File: src/rtl/id_ex_stage.sv
// id_ex_stage: decode-to-execute pipeline register for the 5-stage RV32I core.
// The decode control bundle, operands, PC, immediate and register indices are
// captured on each rising edge. StallE holds the register. FlushE inserts a bubble.
// The load-use hazard request is decoded from the registered E state and the
// current decode indices.
module id_ex_stage #(
  parameter int DATA_WIDTH     = 32,
  parameter int REG_ADDR_WIDTH = 5
) (
  input  logic                      clk,
  input  logic                      rst_n,
  input  logic                      StallE,
  input  logic                      FlushE,
  input  logic                      ValidD,
  input  logic                      RegWriteD,
  input  logic [1:0]                ResultSrcD,
  input  logic                      MemWriteD,
  input  logic                      JumpD,
  input  logic                      BranchD,
  input  logic [3:0]                ALUControlD,
  input  logic                      ALUSrcD,
  input  logic                      JALRInstrD,
  input  logic [2:0]                AddressingControlD,
  input  logic [DATA_WIDTH-1:0]     RD1D,
  input  logic [DATA_WIDTH-1:0]     RD2D,
  input  logic [DATA_WIDTH-1:0]     PCD,
  input  logic [DATA_WIDTH-1:0]     ImmExtD,
  input  logic [DATA_WIDTH-1:0]     PCPlus4D,
  input  logic [REG_ADDR_WIDTH-1:0] Rs1D,
  input  logic [REG_ADDR_WIDTH-1:0] Rs2D,
  input  logic [REG_ADDR_WIDTH-1:0] RdD,
  output logic                      ValidE,
  output logic                      RegWriteE,
  output logic [1:0]                ResultSrcE,
  output logic                      MemWriteE,
  output logic                      JumpE,
  output logic                      BranchE,
  output logic [3:0]                ALUControlE,
  output logic                      ALUSrcE,
  output logic                      JALRInstrE,
  output logic [2:0]                AddressingControlE,
  output logic [DATA_WIDTH-1:0]     RD1E,
  output logic [DATA_WIDTH-1:0]     RD2E,
  output logic [DATA_WIDTH-1:0]     PCE,
  output logic [DATA_WIDTH-1:0]     ImmExtE,
  output logic [DATA_WIDTH-1:0]     PCPlus4E,
  output logic [REG_ADDR_WIDTH-1:0] Rs1E,
  output logic [REG_ADDR_WIDTH-1:0] Rs2E,
  output logic [REG_ADDR_WIDTH-1:0] RdE,
  output logic                      LoadUseStallD
);

  // ResultSrc encoding that selects memory read data, i.e. a load.
  localparam logic [1:0] RESULT_MEM = 2'b01;

  typedef struct packed {
    logic       regwrite;
    logic [1:0] resultsrc;
    logic       memwrite;
    logic       jump;
    logic       branch;
    logic [3:0] aluctrl;
    logic       alusrc;
    logic       jalr;
    logic [2:0] addrctrl;
  } ctrl_t;

  typedef struct packed {
    logic [DATA_WIDTH-1:0]     rd1;
    logic [DATA_WIDTH-1:0]     rd2;
    logic [DATA_WIDTH-1:0]     pc;
    logic [DATA_WIDTH-1:0]     imm;
    logic [DATA_WIDTH-1:0]     pcplus4;
    logic [REG_ADDR_WIDTH-1:0] rs1;
    logic [REG_ADDR_WIDTH-1:0] rs2;
    logic [REG_ADDR_WIDTH-1:0] rd;
  } data_t;

  ctrl_t ctrl_d, ctrl_q;
  data_t data_d, data_q;
  logic  vld_q;

  // Decode control is squashed when the D slot is empty. This keeps a stale
  // RegWrite or MemWrite from a killed slot out of execute.
  always_comb begin
    ctrl_d = '0;
    if (ValidD) begin
      ctrl_d.regwrite  = RegWriteD;
      ctrl_d.resultsrc = ResultSrcD;
      ctrl_d.memwrite  = MemWriteD;
      ctrl_d.jump      = JumpD;
      ctrl_d.branch    = BranchD;
      ctrl_d.aluctrl   = ALUControlD;
      ctrl_d.alusrc    = ALUSrcD;
      ctrl_d.jalr      = JALRInstrD;
      ctrl_d.addrctrl  = AddressingControlD;
    end
  end

  // Data and index fields pass through untouched, even for an empty slot.
  always_comb begin
    data_d         = '0;
    data_d.rd1     = RD1D;
    data_d.rd2     = RD2D;
    data_d.pc      = PCD;
    data_d.imm     = ImmExtD;
    data_d.pcplus4 = PCPlus4D;
    data_d.rs1     = Rs1D;
    data_d.rs2     = Rs2D;
    data_d.rd      = RdD;
  end

  // Slot valid bit: reset and flush produce a bubble, stall holds, otherwise follow D.
  always_ff @(posedge clk or negedge rst_n) begin
    if (!rst_n)       vld_q <= 1'b0;
    else if (FlushE)  vld_q <= 1'b0;
    else if (!StallE) vld_q <= ValidD;
  end

  // Control register. Flush wins over stall so that a bubble can be forced
  // while the front end is frozen.
  always_ff @(posedge clk or negedge rst_n) begin
    if (!rst_n)       ctrl_q <= '0;
    else if (FlushE)  ctrl_q <= '0;
    else if (!StallE) ctrl_q <= ctrl_d;
  end

  // Data/index register. A flush also zeroes it, so a bubble reads as all-zero
  // and RdE=0 cannot alias a real destination.
  always_ff @(posedge clk or negedge rst_n) begin
    if (!rst_n)       data_q <= '0;
    else if (FlushE)  data_q <= '0;
    else if (!StallE) data_q <= data_d;
  end

  assign ValidE             = vld_q;
  assign RegWriteE          = ctrl_q.regwrite;
  assign ResultSrcE         = ctrl_q.resultsrc;
  assign MemWriteE          = ctrl_q.memwrite;
  assign JumpE              = ctrl_q.jump;
  assign BranchE            = ctrl_q.branch;
  assign ALUControlE        = ctrl_q.aluctrl;
  assign ALUSrcE            = ctrl_q.alusrc;
  assign JALRInstrE         = ctrl_q.jalr;
  assign AddressingControlE = ctrl_q.addrctrl;
  assign RD1E               = data_q.rd1;
  assign RD2E               = data_q.rd2;
  assign PCE                = data_q.pc;
  assign ImmExtE            = data_q.imm;
  assign PCPlus4E           = data_q.pcplus4;
  assign Rs1E               = data_q.rs1;
  assign Rs2E               = data_q.rs2;
  assign RdE                = data_q.rd;

  // Load-use detect. rs2 is compared for every opcode, so an instruction that
  // has no rs2 may stall for one cycle it did not need. A load to x0 never stalls.
  logic load_e, rd_nz, idx_hit;
  always_comb begin
    load_e        = vld_q & (ctrl_q.resultsrc == RESULT_MEM);
    rd_nz         = (data_q.rd != '0);
    idx_hit       = (Rs1D == data_q.rd) | (Rs2D == data_q.rd);
    LoadUseStallD = load_e & ValidD & rd_nz & idx_hit;
  end

endmodule

File: config.mk
export PLATFORM = sky130hd
export DESIGN_NAME = id_ex_stage
export DESIGN_NICKNAME = d
export VERILOG_FILES = /design/src/rtl/id_ex_stage.sv
export SDC_FILE = /design/constraint.sdc
export NUM_CORES = 1
export LEC_CHECK = 0
export BUFFER_PORTS_ARGS = -buffer_cell sky130_fd_sc_hd__buf_4
export CAP_MARGIN = 20
export CORE_ASPECT_RATIO = 0.8
export CORE_MARGIN = 8
export CORE_UTILIZATION = 25
export CTS_CLUSTER_SIZE = 25
export DETAILED_ROUTE_END_ITERATION = 8
export SYNTH_ARGS = -nofsm -noshare
export SYNTH_HDL_FRONTEND = slang
export SYNTH_SLANG_ARGS = --single-unit
File: constraint.sdc
create_clock -name clk -period 2.58 [get_ports clk]
set_clock_uncertainty 0.05 [all_clocks]
set_input_delay 0.129 -clock clk [delete_from_list [all_inputs] [get_ports clk]]
set_output_delay 0.129 -clock clk [all_outputs]
set_load 0.01 [all_outputs]
==> out/metrics.yaml, run 1 <==
remaining_drc_errors: 0
clock_latency_ns: 0.42
dieWidth_um: 214
synth.avg_cell_area_um2: 12.6
synth_seq_area_share_pct: 61.1
synth_edf_count: 0
critPathKind: "flop to output pin"
crit_chain: "xor2_1 -> nor3_1 -> nand3_1 -> a221oi_2 -> buf_4"
tightest_slew_ns: 0.743
final_nets: 1374
synth.most_common_cell: "dfrtp_1"
fp-row-count: 58
pwr-share-clk_pct: 39.0
min_path_type: "input port to asynchronous set/reset pin"
power_density_nw_per_um2: 555
end_kind: "output pin"
num_vias: 6713
yosys-top-cells-count: "191 x dfrtp_1, 176 x nor2_1, 175 x mux2i_1, 22 x buf_6, 15 x a22o_1"
n_fill_cell: 2821
antennaDiodeCount: 0
report.final.slew_viol_count: 0
clkSinkCount: 191
slew_headroom_pct: 50.4
synth.area.top_cells: "dfrtp_1 61%, mux2i_1 22%, nor2_1 8.4%, buf_6 3.2%, a22o_1 1.7%"
syn_inst: 620
critical-path-top-delay-family: "flip-flops"
cts_buffer_depth: 2
leakagePower_uw: 0.00711
grt_pass1_vias: 7490
syn_nets: 815
yosysWarningCount: 0
fin_crit_sh_pct: 75.9
grt-ovfl-total: 0
netSwitchingPower_uw: 1870
post-cts-setup-buffers: 0
rsz0062_at_grt: "no"
drt_iter0_drc: 236
min_period_ns: 1.96
finalSetupViolCount: 0
place_hpwl_um: 18100
cts_made_buffers: 17
grtUsageTotal_pct: 14.0
comb_power_share_pct: 17.8
synth.top_cell.area_share_pct: 61.1
crit_fanout: 5
gp_congestion: 0.776
yosysUniqueCellTypes: 18
pwr-share-seq_pct: 43.2
maxCapViolations: 0
path_buf_inv: 1
cts_resized: 0
portBuffers: 386
die_h_um: 174
hold_viol_final: 0
tns_ns: 0
clkSlewWorstSetupHoldPaths_ns: 0.07
ant_nets: 0
start_util_pct: 25.1
max_freq_mhz: 511
vias_per_cell: 4.17
synth_ff_type: "dfrtp_1"
cpMaxStageDelayCell: "dfrtp_1"
stdcell_area_um2: 13600
arrival_ns: 1.78
wl_per_cell_um: 16.9
io_pins: 387
synth-seq-cells: 191
synth.largest_area_cell: "dfrtp_1"
grt_pass1_wl_um: 41700
place_area_um2: 11000
synthArstFlopShare_pct: 100
cts_tree: "built"
h-tree-depth: 4
die_area_um2: 37300
dr.pass1.iters: 4
syn2layout_area_growth_pct: 73.7
p_sw_share_pct: 24.8
status: "completed"
cp_data_required_time_ns: 2.40
synthesis.area_um2: 7830
drive_gt1_share_pct: 35.6
drt_wl_total_um: 27100
cp_slowest_stage_delay_ns: 0.45
critPathLaunchType: "flop"
grt_max_degree: 95
cts_root_buffer: "clkbuf_16"
worst_hold_slack_ns: 0.107
antenna_found_initial: 0
peakVddDrop_mv: 0.412
finalPower_uw: 7540
core_um2: 31100
intPower_uw: 5670
[kinds of logic after synthesis]
group,count (synthesis),synth area share [%]
XOR/XNOR,10,1.12
multiplexers,175,22.4
flip-flops,191,61.1
AO/OA/AOI/OAI,17,1.97
AND/OR/NAND/NOR,184,9.19
buffers and inverters,43,4.30
[power groups by stage]
stage	Clock [uW]	Sequential [uW]	Combinational (uW)
global placement	0	3310	1100
global route	3150	3280	1450
CTS	3070	3260	1350
detailed placement	0	3310	1110
finish	2940	3260	1340
floorplan	0	3380	388
[path summary, 6_finish.rpt]
check | start | end | slack (ns) | cells after the start
worst max-delay path | RdE[2]$_DFFE_PN0P_ | LoadUseStallD | 0.62 | 5
worst min-delay path | rst_n | Rs2E[1]$_DFFE_PN0P_ | 0.11 | 2
worst max register to register | RdE[3]$_DFFE_PN0P_ | RdE[3]$_DFFE_PN0P_ | 1.70 | 2
worst min register to register | ValidE$_DFFE_PN0P_ | ValidE$_DFFE_PN0P_ | 0.46 | 1
max in group asynchronous | rst_n | RD2E[8]$_DFFE_PN0P_ | 1.57 | 3
min in group clk | FlushE | RD1E[31]$_DFFE_PN0P_ | 0.11 | 2
[what timing repair did]
item                                   4_1_cts  5_1_grt
endpoints found under the hold margin      381        0
setup endpoints to repair                    0        0
hold buffers                               191        0
[per-stage QoR]
stage | std cells | utilization, % | setup slack, ns
after CTS | 1609 | 43.7 | 0.574
after detailed placement | 1388 | 35.4 | 0.781
after global routing | 1610 | 43.7 | 0.505
after floorplan | 620 | - | 1.19
after global placement | 1388 | 35.4 | 0.804
final | 1610 | 43.7 | 0.623
[placed cells by master (no fill, tap or decap), drive strengths merged]
cell type | netlist | layout
a21o | 1 | 1
a221oi | 1 | 1
a22o | 15 | 15
buf | 34 | 391
bufinv | 0 | 5
clkbuf | 9 | 19
clkinvlp | 0 | 4
dfrtp | 191 | 191
dlygate4sd3 | 0 | 191
inv | 0 | 3
mux2i | 175 | 175
nand3 | 2 | 2
nand4b | 1 | 1
nor2 | 176 | 176
nor2b | 1 | 1
nor3 | 3 | 3
nor3b | 1 | 1
xnor2 | 4 | 4
xor2 | 6 | 6
[cell type report]
cell class              count  area [um2]  share of cell area (%)
multi-input cells         386        2710                    19.9
well taps                 420         526                    3.86
flip-flops and latches    191        4780                    35.1
clock buffers              18         439                    3.23
repair buffers            583        4930                    36.3
clock inverters            12         206                    1.52
[metal layers]
metal / GRT usage [%] / wire, um / vias to the layer above / part of all wire (%)
met3: 4.93 / 2430 / 37 / 9.0
li1: - / - / 3190 / -
met4: 4.73 / 590 / 0 / 2.2
met2: 23.2 / 13100 / 251 / 48
met1: 16.7 / 11000 / 3235 / 41
met5: 0 / 0 / - / 0
[flip-flops by register name, summed over array words and instances, names as in the netlist, 2 cells and up]
name	flops
PCPlus4E	32
PCE	32
RD2E	32
ImmExtE	32
RdE	5
AddressingControlE	3
Rs1E	5
ALUControlE	4
Rs2E	5
ResultSrcE	2
RD1E	32
No activity file was read; power rests on OpenSTA's default activity.
==> inputs of run 2 (changes only) <==
--- a/config.mk
+++ b/config.mk
@@ -5,6 +5,7 @@
 export SDC_FILE = /design/constraint.sdc
 export NUM_CORES = 1
 export LEC_CHECK = 0
+export ABC_AREA = 1
 export BUFFER_PORTS_ARGS = -buffer_cell sky130_fd_sc_hd__buf_4
 export CAP_MARGIN = 20
 export CORE_ASPECT_RATIO = 0.8
==> constraint.sdc (replaced) <==
create_clock -name clk -period 1.65 [get_ports clk]
set_clock_uncertainty 0.05 [all_clocks]
set_input_delay 0.0825 -clock clk [delete_from_list [all_inputs] [get_ports clk]]
set_output_delay 0.0825 -clock clk [all_outputs]
set_load 0.01 [all_outputs]
==> run 2 against run 1 <==
  * The run now ends with negative setup slack left
  * Synthesized cell count grew 40%
  * Final cell count grew 18%
  * Sequential share of layout area shrank 1.3 points
  * Wire length grew 18%
  * Critical path type unchanged
  * Largest power group unchanged
  * Highest routed layer unchanged
==> out/metrics.yaml, run 2 <==
clkSinkCount: 191  # unchanged
fp-row-count: 57  # -1.7%
leakagePower_uw: 0.00762  # +7.1%
status: "finished, violations left"
drt_wl_total_um: 32100  # +18%
cts_buffer_depth: 2  # unchanged
drt_iter0_drc: 600  # +150%
h-tree-depth: 4  # unchanged
ant_nets: 0  # unchanged
antenna_found_initial: 0  # unchanged
synth.largest_area_cell: "dfrtp_1"
vias_per_cell: 4.43  # +6.3%
yosysUniqueCellTypes: 17  # -1
hold_start: "FlushE"
rsz0062_at_grt: "yes"
syn_inst: 867  # +40%
peakVddDrop_mv: 0.679  # +65%
synth.top_cell.area_share_pct: 61.4  # +0.36 points
setup_ws_ns: -0.0222  # -0.645 ns
report.final.slew_viol_count: 0  # unchanged
clkSlewWorstSetupHoldPaths_ns: 0.07  # about the same
clock_latency_ns: 0.43  # about the same
core_um2: 30500  # -2.0%
mostFrequentLayoutCell: "buf_4"
synth.area.top_cells: "dfrtp_1 61%, nand2_1 18%, nand3_1 13%, buf_2 2.1%, buf_6 1.7%"
tightest_slew_ns: 0.536  # -0.207 ns
portBuffers: 386  # unchanged
remaining_drc_errors: 0  # unchanged
netSwitchingPower_uw: 3160  # +69%
drive_gt1_share_pct: 30.6  # -5.0 points
synth.avg_cell_area_um2: 8.98  # -29%
critPathKind: "flop to output pin"
io_pins: 387  # unchanged
intPower_uw: 8590  # +51%
r2r_slack_ns: 0.39  # -1.31 ns
power_density_nw_per_um2: 831  # +50%
place_hpwl_um: 21100  # +17%
min_period_ns: 1.67
num_vias: 8392  # +25%
cts_root_buffer: "clkbuf_16"
violations: "negative setup slack"
grt_pass1_vias: 8821  # +18%
dp.cells: 1627  # +17%
cts_made_buffers: 17  # unchanged
layout_common_cells: "397 x buf_4, 369 x nand2_1, 233 x dlygate4sd3_1"
finalSetupViolCount: 1  # +1
crit_fanout: 5  # unchanged
cp_data_required_time_ns: 1.52  # -0.88 ns
comb_power_share_pct: 18.3  # +0.5 points
whs_endpoint: "PCPlus4E[25]$_DFFE_PN0P_"
grt_max_degree: 83  # -13%
wl_per_cell_um: 17.0  # +0.57%
critPathLaunchType: "flop"
slew_headroom_pct: 64.2  # +14 points
synthesis.area_um2: 7780  # -0.59%
fin_crit_sh_pct: 101
syn_nets: 1062  # +30%
r2r_end: "PCPlus4E[1]$_DFFE_PN0P_"
max_freq_mhz: 598
antennaDiodeCount: 0  # unchanged
synth_edf_count: 0  # unchanged
dr.pass1.iters: 5  # +1
hold_path_depth: 4
synth.most_common_cell: "nand2_1"
synth_seq_area_share_pct: 61.4  # +0.36 points
synth-seq-cells: 191  # unchanged
die_h_um: 174  # -0.27%
synth_ff_type: "dfrtp_1"
grt-ovfl-total: 0  # unchanged
arrival_ns: 1.54  # -0.24 ns
maxCapViolations: 0  # unchanged
yosysWarningCount: 0  # unchanged
p_sw_share_pct: 26.9  # +2.1 points
synthArstFlopShare_pct: 100  # unchanged
final_nets: 1663  # +21%
syn2layout_area_growth_pct: 81.7
die_area_um2: 37100  # -0.54%
reg2reg_from: "PCPlus4E[1]$_DFFE_PN0P_"
start_util_pct: 25.5  # +0.35 points
grt_pass1_wl_um: 49800  # +19%
pwr-share-seq_pct: 43.4  # +0.2 points
end_kind: "output pin"
tns_ns: -0.0222  # -0.0222 ns
grtUsageTotal_pct: 16.8  # +2.8 points
r2r_cells: 3  # +1
gp_congestion: 0.863  # +11%
dieWidth_um: 213  # -0.27%
cts_tree: "built"
pwr-share-clk_pct: 38.3  # -0.7 points
cp-startpoint: "RdE[2]$_DFFE_PN0P_"
final_cells: 1894  # +18%
hold_viol_final: 0  # unchanged
yosys-top-cells-count: "369 x nand2_1, 204 x nand3_1, 191 x dfrtp_1, 32 x buf_2, 13 x inv_1"
min_path_type: "input port to flop"
## run 2: changes by cell type after synthesis, sizes merged, moves of 5 or more
cell	previous run	this run
inv	0	15
o21ai	0	12
buf	34	52
nand2	0	369
xor2	6	1
a22o	15	0
nand3	2	204
mux2i	175	0
nor2	176	7
## run 2: through the flow
stage	worst slack [ns]	total power [uW]	hold slack, ns	area [um2]	utilization, %
after floorplan	0.532	5760	-0.263	7780	-
after global placement	0.334	6860	0.0696	11200	36.5
after detailed placement	0.326	6880	0.0659	11200	36.5
after CTS	-0.0624	11900	0.0116	14100	46.3
after global routing	-0.170	12300	0.0307	14100	46.3
final	-0.0222	11700	0.0390	14100	46.3
## run 2: how the worst max path moves through the flow
stage | to | slack [ns] | cells after the start
detailed placement | LoadUseStallD | 0.33 | 7
global route | LoadUseStallD | -0.17 | 7
CTS | LoadUseStallD | -0.06 | 7
global placement | LoadUseStallD | 0.33 | 7
floorplan | LoadUseStallD | 0.53 | 6
finish | LoadUseStallD | -0.02 | 7
## run 2: cells by family after synthesis
| kind of cell | count (synthesis) | share of synthesized area, % |
|---|---|---|
| AND/OR/NAND/NOR | 582 | 31.6 |
| flip-flops | 191 | 61.4 |
| buffers and inverters | 78 | 5.82 |
| AO/OA/AOI/OAI | 13 | 0.836 |
| XOR/XNOR | 3 | 0.338 |
## run 2: area by class of cell
| type | count | area (um2) |
|---|---|---|
| flip-flops and latches | 191 | 4780 |
| multi-input cells | 598 | 2550 |
| repair buffers | 645 | 5600 |
| inverters | 15 | 58.8 |
| clock buffers | 18 | 439 |
| fillers | 2782 | 16400 |
| well taps | 413 | 517 |
| clock inverters | 14 | 193 |
## run 2: critical path, stage by stage (launching register included)
cell     delay [ns]
dfrtp_1        0.43
inv_2          0.06
nand2_1        0.05
nand2_1        0.05
nor2_1         0.08
nand3_1        0.10
a21oi_2        0.19
buf_4          0.15
## run 2: power by group through the flow
stage / Clock, uW / Combinational, uW / Sequential (uW)
after global placement: 0 / 1700 / 5160
after global routing: 4890 / 2320 / 5120
after floorplan: 0 / 474 / 5280
after CTS: 4690 / 2150 / 5090
final: 4500 / 2150 / 5090
after detailed placement: 0 / 1710 / 5170
## run 2: timing repair
action | 4_1_cts | 5_1_grt
endpoints found under the hold margin | 335 | 0
pin swaps | 2 | 2
hold buffers | 233 | 0
buffers inserted | 2 | 0
setup endpoints to repair | 1 | 1
gates resized for setup | 5 | 1
## run 2: per-layer routing
layer  routed length, um  vias up  global-route usage [%]
met5                   0        -                       0
met4                 679        0                    5.13
met3                3030       42                    5.82
met2               15400      349                    27.8
met1               13000     4020                    20.2
li1                    -     3981                       -
==> inputs of run 3 (changes only) <==
--- a/config.mk
+++ b/config.mk
@@ -8,11 +8,13 @@
 export ABC_AREA = 1
 export BUFFER_PORTS_ARGS = -buffer_cell sky130_fd_sc_hd__buf_4
 export CAP_MARGIN = 20
+export CELL_PAD_IN_SITES_DETAIL_PLACEMENT = 0
+export CELL_PAD_IN_SITES_GLOBAL_PLACEMENT = 1
 export CORE_ASPECT_RATIO = 0.8
-export CORE_MARGIN = 8
-export CORE_UTILIZATION = 25
+export CORE_UTILIZATION = 29
 export CTS_CLUSTER_SIZE = 25
 export DETAILED_ROUTE_END_ITERATION = 8
+export PLACE_DENSITY_LB_ADDON = 0.1
 export SYNTH_ARGS = -nofsm -noshare
 export SYNTH_HDL_FRONTEND = slang
 export SYNTH_SLANG_ARGS = --single-unit
==> run 3 against run 2 <==
  * The run now ends clean
  * Fmax up 2.1%
  * Sequential share of layout area increased by 0.28 points
  * Combinational power shrank 2%
  * Clock-buffer cell count is 3 higher
  * First-iteration DRC count decreased by 40%
  * Hold slack gained 0.00061 ns
  * Total power shrank 1.1%
  * Worst setup slack better by 0.034 ns
  * Largest power group unchanged
  * Highest routed layer unchanged
==> out/metrics.yaml, run 3 (synthesized netlist as in run 2, its figures left out) <==
status: "completed"
syn2layout_area_growth_pct: 80.1
critPathKind: "flop to output pin"
power_density_nw_per_um2: 829  # -0.25%
max_freq_mhz: 611  # +2.1%
antennaDiodeCount: 0  # unchanged
grt_pass1_wl_um: 43900  # -12%
min_period_ns: 1.64  # -0.0343 ns
wl_per_cell_um: 15.4  # -9.1%
drt_iter0_drc: 359  # -40%
clkSlewWorstSetupHoldPaths_ns: 0.07  # about the same
mostFrequentLayoutCell: "buf_4"
remaining_drc_errors: 0  # unchanged
layout_common_cells: "401 x buf_4, 369 x nand2_1, 213 x dlygate4sd3_1"
clock_latency_ns: 0.42  # about the same
maxCapViolations: 0  # unchanged
stdcell_area_um2: 14000  # -0.86%
dr.pass1.iters: 4  # -1
clkSinkCount: 191  # unchanged
rsz0062_at_grt: "yes"
drive_gt1_share_pct: 31.3  # +0.75 points
finalSetupViolCount: 0  # -1
r2r_end: "RdE[4]$_DFFE_PN0P_"
cts_buffer_depth: 2  # unchanged
core_um2: 26300  # -14%
drt_wl_total_um: 28200  # -12%
slew_headroom_pct: 62.9  # -1.3 points
cts_tree: "built"
place_hpwl_um: 18800  # -11%
hold_start: "FlushE"
io_pins: 387  # unchanged
crit_fanout: 5  # unchanged
hold_viol_final: 0  # unchanged
r2r_cells: 2  # -1
peakVddDrop_mv: 0.602  # -11%
critPathLaunchType: "flop"
start_util_pct: 29.6  # +4.1 points
antenna_found_initial: 0  # unchanged
report.final.slew_viol_count: 0  # unchanged
h-tree-depth: 4  # unchanged
place_area_um2: 11200  # +0.61%
num_vias: 8088  # -3.6%
fp-row-count: 53  # -7.0%
arrival_ns: 1.51  # -0.03 ns
vias_per_cell: 4.42  # -0.14%
cp_data_required_time_ns: 1.52  # about the same
grt_pass1_vias: 8241  # -6.6%
dieWidth_um: 185  # -13%
tightest_slew_ns: 0.556  # +0.0196 ns
fin_crit_sh_pct: 99.3  # -2.1 points
reg2reg_from: "RdE[4]$_DFFE_PN0P_"
grt_max_degree: 96  # +16%
whs_endpoint: "PCPlus4E[28]$_DFFE_PN0P_"
die_h_um: 149  # -15%
worst_hold_slack_ns: 0.0396  # +0.000612 ns
end_kind: "output pin"
grtUsageTotal_pct: 20.5  # +3.7 points
ant_nets: 0  # unchanged
final_nets: 1653  # -0.60%
gp_congestion: 0.765  # -11%
r2r_slack_ns: 0.87  # +0.48 ns
die_area_um2: 27500  # -26%
cts_root_buffer: "clkbuf_16"
leakagePower_uw: 0.00754  # -0.97%
cp-startpoint: "RdE[2]$_DFFE_PN0P_"
portBuffers: 386  # unchanged
hold_path_depth: 4  # unchanged
grt-ovfl-total: 0  # unchanged
cts_made_buffers: 17  # unchanged
min_path_type: "input port to flop"
run 3: changes by cell type in the layout (fill, tap and decap cells not counted), moves of 2 or more:
cell and change:
buf_4 +4, buf_12 +6, nor2_2 +2, dlygate4sd3_1 -20
clkbuf_8 +2, nor2_1 -2, inv_2 -2, inv_1 +2
inv_8 -3, clkinv_4 -2
run 3: worst max-delay path by stage:
| stage | to | slack (ns) | depth (start not counted) |
|---|---|---|---|
| floorplan | LoadUseStallD | 0.53 | 6 |
| global placement | LoadUseStallD | 0.44 | 4 |
| detailed placement | RdE[3]$_DFFE_PN0P_ | 0.41 | 4 |
| CTS | LoadUseStallD | -0.03 | 7 |
| global route | LoadUseStallD | -0.11 | 6 |
| finish | LoadUseStallD | 0.01 | 6 |
run 3: cell type report:
class                           count  area [um2]
Clock buffer                       21         470
Clock inverter                     11         154
Fill cell                        2506       12300
Inverter                           15        61.3
Multi-Input combinational cell    598        2560
Sequential cell                   191        4780
Tap cell                          357         447
Timing Repair Buffer              635        5550
run 3: per-stage QoR:
| step | setup TNS (ns) | utilization [%] | total power [uW] | cells | setup slack [ns] |
|---|---|---|---|---|---|
| global placement | 0 | 42.6 | 6880 | 1579 | 0.443 |
| detailed placement | 0 | 42.6 | 6890 | 1579 | 0.413 |
| global route | -0.108 | 53.2 | 12100 | 1828 | -0.108 |
| CTS | -0.0303 | 53.1 | 11800 | 1825 | -0.0303 |
| finish | 0 | 53.2 | 11600 | 1828 | 0.0122 |
| floorplan | 0 | - | 5760 | 867 | 0.532 |
run 3: what timing repair did:
item / CTS / global route
pin swaps: 0 / 1
endpoints found under the hold margin: 277 / 0
setup endpoints to repair: 1 / 1
hold buffers: 213 / 0
buffers inserted: 1 / 3
gates resized for setup: 1 / 4
run 3: layer usage:
layer / wire (um) / up-vias / part of all wire (%) / global-route usage [%]
met5: 0 / - / 0 / 0
met4: 549 / 0 / 1.9 / 6.53
met3: 1690 / 32 / 6.0 / 5.56
met2: 13600 / 234 / 48 / 34.3
met1: 12400 / 3857 / 44 / 25.6
li1: - / 3965 / - / -
run 3: critical path: stages (launching register included):
cell and delay, ns:
dfrtp_1 0.42, buf_4 0.15, nor3_1 0.17, nand3_1 0.09, nand3_1 0.09, a21oi_2 0.04, buf_4 0.14
run 3: report_power, final:
part / switching [uW] / total [uW] / internal [uW]
clock: 1890 / 4420 / 2530
combinational: 946 / 2110 / 1160
sequential: 150 / 5080 / 4930
